**src/rtl/exception_unit_pkg.sv**
```systemverilog
// Shared definitions for the exception sequencer and the memory-address mux:
// select codes, vector addresses, cause and state encodings.
package exception_unit_pkg;

    localparam logic [2:0] SEL_PC     = 3'd0;
    localparam logic [2:0] SEL_ALUOUT = 3'd1;
    localparam logic [2:0] SEL_NOOP   = 3'd2;
    localparam logic [2:0] SEL_OVF    = 3'd3;
    localparam logic [2:0] SEL_DIV0   = 3'd4;

    localparam logic [7:0] VEC_NOOP = 8'd253;
    localparam logic [7:0] VEC_OVF  = 8'd254;
    localparam logic [7:0] VEC_DIV0 = 8'd255;

    localparam logic [31:0] EPC_ADJUST = 32'd4;

    typedef enum logic [1:0] {
        CAUSE_NONE   = 2'd0,
        CAUSE_OPCODE = 2'd1,
        CAUSE_OVF    = 2'd2,
        CAUSE_DIV0   = 2'd3
    } cause_e;

    typedef enum logic [1:0] {
        ST_IDLE = 2'd0,
        ST_SAVE = 2'd1,
        ST_WAIT = 2'd2,
        ST_LOAD = 2'd3
    } state_e;

    // Vector address the mux presents for a select code; non-vector codes give 0.
    function automatic logic [7:0] sel_to_vector(input logic [2:0] sel);
        case (sel)
            SEL_NOOP: return VEC_NOOP;
            SEL_OVF:  return VEC_OVF;
            SEL_DIV0: return VEC_DIV0;
            default:  return 8'd0;
        endcase
    endfunction

    // Handler addresses are a single byte fetched from the vector slot.
    function automatic logic [31:0] handler_addr(input logic [7:0] vec_byte);
        return {24'b0, vec_byte};
    endfunction

endpackage

```
**src/rtl/exception_unit_if.sv**
```systemverilog
// Bundle between the control FSM / datapath and the exception sequencer.
// slave is the sequencer side, master is the control/datapath side.
interface exception_unit_if;
    import exception_unit_pkg::*;

    logic [2:0]  ctrl_src_add_mem;
    logic        exc_opcode;
    logic        exc_overflow;
    logic        exc_div0;
    logic [31:0] pc_in;
    logic [31:0] mem_data_in;

    logic [2:0]  src_add_mem;
    logic        epc_write;
    logic [31:0] epc_out;
    logic        pc_write;
    logic [31:0] pc_out;
    logic        busy;
    cause_e      cause;

    modport slave (
        input  ctrl_src_add_mem, exc_opcode, exc_overflow, exc_div0, pc_in, mem_data_in,
        output src_add_mem, epc_write, epc_out, pc_write, pc_out, busy, cause
    );

    modport master (
        output ctrl_src_add_mem, exc_opcode, exc_overflow, exc_div0, pc_in, mem_data_in,
        input  src_add_mem, epc_write, epc_out, pc_write, pc_out, busy, cause
    );

endinterface

```
**src/rtl/exc_priority.sv**
```systemverilog
// Fixed-priority trap encoder: div0 beats overflow beats invalid opcode.
module exc_priority
    import exception_unit_pkg::*;
(
    input  logic       exc_opcode,
    input  logic       exc_overflow,
    input  logic       exc_div0,
    output logic       trap,
    output cause_e     cause,
    output logic [2:0] vec_sel
);

    // NOTE: every output gets a default first so no path through the
    // if-chain leaves a value unassigned and infers a latch.
    always_comb begin
        trap    = 1'b1;
        cause   = CAUSE_NONE;
        vec_sel = SEL_PC;
        if (exc_div0) begin
            cause   = CAUSE_DIV0;
            vec_sel = SEL_DIV0;
        end else if (exc_overflow) begin
            cause   = CAUSE_OVF;
            vec_sel = SEL_OVF;
        end else if (exc_opcode) begin
            cause   = CAUSE_OPCODE;
            vec_sel = SEL_NOOP;
        end else begin
            trap = 1'b0;
        end
    end

endmodule

```
**src/rtl/exception_unit.sv**
```systemverilog
// Exception entry sequencer: captures a trap, saves EPC, fetches the handler
// byte through the vector slot and loads it into PC, stalling control meanwhile.
module exception_unit
    import exception_unit_pkg::*;
(
    input  logic           clk,
    input  logic           reset,
    exception_unit_if.slave bus
);

    state_e     state;
    cause_e     cause_q;
    logic [2:0] vec_sel_q;

    logic       trap_any;
    cause_e     trap_cause;
    logic [2:0] trap_vec;

    // Only the low byte of the vector slot carries the handler address.
    logic unused_mem_hi;
    assign unused_mem_hi = ^bus.mem_data_in[31:8];

    exc_priority u_priority (
        .exc_opcode   (bus.exc_opcode),
        .exc_overflow (bus.exc_overflow),
        .exc_div0     (bus.exc_div0),
        .trap         (trap_any),
        .cause        (trap_cause),
        .vec_sel      (trap_vec)
    );

    // NOTE: state registers use non-blocking assignments so every flop samples
    // the pre-edge values regardless of statement order.
    always_ff @(posedge clk) begin
        if (reset) begin
            state     <= ST_IDLE;
            cause_q   <= CAUSE_NONE;
            vec_sel_q <= SEL_PC;
        end else begin
            case (state)
                ST_IDLE: begin
                    // Traps are only looked at here; later requests wait for IDLE.
                    if (trap_any) begin
                        cause_q   <= trap_cause;
                        vec_sel_q <= trap_vec;
                        state     <= ST_SAVE;
                    end
                end
                ST_SAVE: state <= ST_WAIT;
                ST_WAIT: state <= ST_LOAD;
                ST_LOAD: state <= ST_IDLE;
                default: state <= ST_IDLE;
            endcase
        end
    end

    always_comb begin
        bus.src_add_mem = bus.ctrl_src_add_mem;
        bus.epc_write   = 1'b0;
        bus.epc_out     = 32'd0;
        bus.pc_write    = 1'b0;
        bus.pc_out      = 32'd0;
        bus.busy        = 1'b0;
        case (state)
            ST_SAVE: begin
                bus.src_add_mem = vec_sel_q;
                bus.epc_write   = 1'b1;
                bus.epc_out     = bus.pc_in - EPC_ADJUST;
                bus.busy        = 1'b1;
            end
            ST_WAIT: begin
                // Vector read issued from SAVE is in flight; keep the address stable.
                bus.src_add_mem = vec_sel_q;
                bus.busy        = 1'b1;
            end
            ST_LOAD: begin
                bus.src_add_mem = vec_sel_q;
                bus.pc_write    = 1'b1;
                bus.pc_out      = handler_addr(bus.mem_data_in[7:0]);
                bus.busy        = 1'b1;
            end
            default: ;
        endcase
    end

    assign bus.cause = cause_q;

endmodule

```
**src/flat_wrapper.sv**
```systemverilog
// flat-port wrapper written by rule: the top's interface ports become plain ports
module exception_unit_flat import exception_unit_pkg::*;
  (clk, reset, bus_ctrl_src_add_mem, bus_exc_opcode, bus_exc_overflow, bus_exc_div0, bus_pc_in, bus_mem_data_in, bus_src_add_mem, bus_epc_write, bus_epc_out, bus_pc_write, bus_pc_out, bus_busy, bus_cause);
  exception_unit_if bus_i ();
  input  logic clk;
  input  logic reset;
  input wire logic [$bits(bus_i.ctrl_src_add_mem)-1:0] bus_ctrl_src_add_mem;
  input wire logic [$bits(bus_i.exc_opcode)-1:0] bus_exc_opcode;
  input wire logic [$bits(bus_i.exc_overflow)-1:0] bus_exc_overflow;
  input wire logic [$bits(bus_i.exc_div0)-1:0] bus_exc_div0;
  input wire logic [$bits(bus_i.pc_in)-1:0] bus_pc_in;
  input wire logic [$bits(bus_i.mem_data_in)-1:0] bus_mem_data_in;
  output wire logic [$bits(bus_i.src_add_mem)-1:0] bus_src_add_mem;
  output wire logic [$bits(bus_i.epc_write)-1:0] bus_epc_write;
  output wire logic [$bits(bus_i.epc_out)-1:0] bus_epc_out;
  output wire logic [$bits(bus_i.pc_write)-1:0] bus_pc_write;
  output wire logic [$bits(bus_i.pc_out)-1:0] bus_pc_out;
  output wire logic [$bits(bus_i.busy)-1:0] bus_busy;
  output wire logic [$bits(bus_i.cause)-1:0] bus_cause;
  assign bus_i.ctrl_src_add_mem = bus_ctrl_src_add_mem;
  assign bus_i.exc_opcode = bus_exc_opcode;
  assign bus_i.exc_overflow = bus_exc_overflow;
  assign bus_i.exc_div0 = bus_exc_div0;
  assign bus_i.pc_in = bus_pc_in;
  assign bus_i.mem_data_in = bus_mem_data_in;
  assign bus_src_add_mem = bus_i.src_add_mem;
  assign bus_epc_write = bus_i.epc_write;
  assign bus_epc_out = bus_i.epc_out;
  assign bus_pc_write = bus_i.pc_write;
  assign bus_pc_out = bus_i.pc_out;
  assign bus_busy = bus_i.busy;
  assign bus_cause = bus_i.cause;
  exception_unit u_core (.clk(clk), .reset(reset), .bus(bus_i));
endmodule
```
**config.mk**
```make
export PLATFORM = sky130hd
export DESIGN_NAME = exception_unit_flat
export DESIGN_NICKNAME = d
export VERILOG_FILES = /design/src/rtl/exception_unit_pkg.sv /design/src/rtl/exception_unit_if.sv /design/src/rtl/exc_priority.sv /design/src/rtl/exception_unit.sv /design/src/flat_wrapper.sv
export SDC_FILE = /design/constraint.sdc
export NUM_CORES = 1
export LEC_CHECK = 0
export ABC_AREA = 1
export BUFFER_PORTS_ARGS = -buffer_cell sky130_fd_sc_hd__buf_2
export CORE_ASPECT_RATIO = 0.7
export CORE_MARGIN = 5
export CORE_UTILIZATION = 43
export CTS_BUF_LIST = sky130_fd_sc_hd__clkbuf_4 sky130_fd_sc_hd__clkbuf_8
export DETAILED_ROUTE_END_ITERATION = 12
export PLACE_DENSITY = 0.9
export SYNTH_ARGS = -nofsm -noshare
export SYNTH_HDL_FRONTEND = slang
export SYNTH_SLANG_ARGS = --single-unit
```
**constraint.sdc**
```tcl
create_clock -name clk -period 3.58 [get_ports clk]
set_input_delay 0 -clock clk [delete_from_list [all_inputs] [get_ports clk]]
set_output_delay 0 -clock clk [all_outputs]
set_load 0.005 [all_outputs]
```
==> summary.md <==
| Metric | Value |
|---|---|
| Footprint of the multi-input gates | `1225 sq um` |
| Fill count | `376` |
| DRT Pass-1 Iters | `4` |
| Post-CTS Repair Setup Buffers | `0` |
| Post-Synth XOR/XNOR Area | `0.03172` |
| Sink Count | `7` |
| R2R Setup Slk | `2.18 ns` |
| Reg-to-Reg Start | `u_core.state[1]` |
| CP startpoint | `u_core.state[1]` |
| Syn. warnings | `0` |
| Tot GR Track Use | `0.1911` |
| Fmax | `0.4782 GHz` |
| CORE AREA | `3626 sq um` |
| Multiplexer area fraction after synthesis | `0` |
| # IOs | `144` |
| Drt total wl | `5207 um` |
| Avg WL per Cell | `11.10 um` |
| Critical Path Max Stage Delay | `0.57 ns` |
| Hold Path Origin | `reset` |
| Port bufs | `95` |
| Flops & latches, synth | `7` |
| Share of cells above drive strength 1 | `0.2888` |
| CP Max Fanout | `20` |
| Post-Layout Cell Count | `469` |
| Hold Crit Class | `in -> reg` |
| Final slew viol count | `0` |
| Root Buffer | `clkbuf_8` |
| Headroom to the max-slew limit | `0.5662` |
| CP endpoint kind | `primary output` |
| Most common cell after layout, fill and taps aside | `buf_2` |
| Iteration-0 DRC Markers | `166` |
| Pin count of the biggest net entering global routing | `21` |
| Crit path arrival time | `2.09 ns` |
| Worst skew pair latency | `0.23 ns` |
| Chip Width | `84.19 um` |
| Static leakage | `1.277 nW` |
| CTS max path bufs | `2` |
| R2r worst-path depth | `6` |
| Antenna viol nets, final | `0` |
| RePlAce Congestion | `0.9610` |
| Hold EP | `u_core.vec_sel_q[0]` |
| WP data required | `3.58 ns` |
| CTS Hold Buffers Added | `0` |
| Max-Cap Viols | `0` |
| CP Buf/Inv Count | `3` |
| Yosys cell types | `27` |
| Crit path launch type | `flip-flop` |
| Clock skew | `0.003195 ns` |
| # setup viols final | `0` |
| Initial Util | `0.4569` |
| Residual DRC | `0` |
| Layout net count | `497` |
| Vias/cell | `4.623` |
| Slew of the pin with the lowest slew margin | `0.6507 ns` |
| CP cell instances | `inv_1 > ha_1 > inv_1 > a21o_1 > nor2_1 > buf_2` |
| Vias | `2168` |
| Crit share post-route | `0.5841` |
| Post-synthesis adder-cell area fraction | `0.03776` |
| Clk pin slew, worst setup/hold paths | `0.04 ns` |
| Worst ir drop on vdd | `0.2199 mV` |
| CP dominant cell by count | `inv_1` |
| # rows | `18` |
| Vias in the first global route | `1943` |
| Min Tclk post-route | `2.091 ns` |
| Mapped cell area | `1657 sq um` |
| Gate Count Post-Synth | `326` |
| Synth Area in Compound Gates | `0.08912` |
| Gates resized, CTS repair | `0` |
| Hold Path Stages | `2` |
| Reg-to-reg endpoint | `u_core.bus.cause[0]` |
| GRT overflow | `0` |
| Register Area | `140.1 sq um` |
| Status | `finished clean` |
| Placed Cells | `465` |
| Avg Cell Area, Syn | `5.082 sq um` |
| Die H | `61.93 um` |
| CTS Buf Count | `3` |
| Largest family of logic cells by synthesized area | `simple AND/OR/NAND/NOR gates` |
| Synthesized-area fraction occupied by and/or/nand/nor cells | `0.5264` |
| Detailed placement HPWL | `4521 um` |
| Slowest CP cell | `ha_1` |
| Most frequent cells in the layout | `95 x buf_2, 89 x nand2_1, 79 x nor2_1` |
| Setup TNS | `0 ns` |
| Pwr/cell area | `335.9 nW/um^2` |
| WS Path Type | `reg -> out` |
| Area delta synth->final | `28.47%` |
| Initial antenna violation count | `0` |
| Power consumption | `0.0007149 W` |
| Fin. Hold Viols | `0` |
| Share of the yosys chip area belonging to registers | `0.08459` |
| Diodes inserted | `0` |
| H-tree levels | `1` |
| CTS tree | `yes` |
| Crit path max-delay family | `buffers and inverters` |
| RSZ-0062 raised after global routing | `false` |
| First-pass GRT wire length | `8169 um` |
| Total die area | `5214 sq um` |
[synthesized netlist by cell type]
library cell,number,area (sq um)
nand3_1,9,45.04
a21oi_1,13,65.06
nor2_4,5,56.30
nand2_2,5,31.28
nor2_2,7,43.79
o21ai_0,10,50.05
inv_1,45,168.9
o21ai_1,2,10.01
buf_1,1,3.750
nand4_1,1,6.260
a21o_1,1,7.510
buf_4,24,180.2
o21ai_2,1,8.760
clkbuf_1,2,7.510
nand3_2,1,10.01
dfxtp_1,7,140.1
inv_2,2,7.510
nor2_1,79,296.5
nor3_1,5,25.02
ha_1,5,62.56
conb_1,1,3.750
nand3_4,1,17.52
a31oi_1,1,6.260
nor4_1,1,6.260
xor2_1,6,52.55
nand2_1,89,334.1
buf_2,2,10.01
[sequential cells by signal, summed over array words and instances, names as in the netlist]
signal            cells
u_core.vec_sel_q      3
u_core.bus.cause      2
u_core.state          2
[through the flow]
| stage | hold slack (ns) | util | setup slack, ns | cell area (sq um) |
|---|---|---|---|---|
| 6_report | 0.02518 | 0.5870 | 1.489 | 2128 |
| 3_3_place_gp | 0.2483 | 0.5735 | 1.802 | 2079 |
| 5_1_grt | 0.03980 | 0.5870 | 1.283 | 2128 |
| 4_1_cts | 0.02479 | 0.5870 | 1.525 | 2128 |
| 2_1_floorplan | 0.03110 | - | 2.323 | 1743 |
| 3_5_place_dp | 0.2512 | 0.5735 | 1.773 | 2079 |
[worst reg2reg max path: stages (launching register included)]
cell and delay (ns):
dfxtp_1 0.39, inv_1 0.08, ha_1 0.32, nand2_1 0.16, inv_1 0.06, a31oi_1 0.16
a21oi_1 0.10
[where the power goes]
part	internal, W	switching, W
clock	0.0000848	0.0000366
sequential	0.000102	0.0000183
combinational	0.000189	0.000284
total	0.000376	0.000339
[layout make-up]
type | instances | share of cell area
sequential | 7 | 0.06584
timing repair buffer | 95 | 0.2234
inverter | 47 | 0.08289
tap | 50 | 0.02939
clock buffer | 4 | 0.02293
multi-input combinational | 266 | 0.5755
[per-layer routing]
| metal | global-route usage | wire length (um) |
|---|---|---|
| met5 | 0 | 0 |
| met4 | 0.04817 | 36 |
| met3 | 0.04480 | 560 |
| met2 | 0.3360 | 2398 |
| met1 | 0.2422 | 2212 |
[cells by family after synthesis]
| kind of cell | after synthesis |
|---|---|
| xor+xnor | 6 |
| flops | 7 |
| simple gates | 203 |
| fa+ha+maj | 5 |
| compound gates | 28 |
| other cells | 1 |
| buf+inv | 76 |
[worst max-delay path by stage]
stage               slack [ns]              end  cells after the start
detailed placement        1.77  bus_epc_out[17]                      6
CTS                       1.53  bus_epc_out[17]                      6
finish                    1.49  bus_epc_out[17]                      6
floorplan                 2.32  bus_epc_out[15]                      6
global route              1.28  bus_epc_out[17]                      6
global placement          1.80  bus_epc_out[17]                      6
Note: power is estimated with default switching activity, not from simulation.
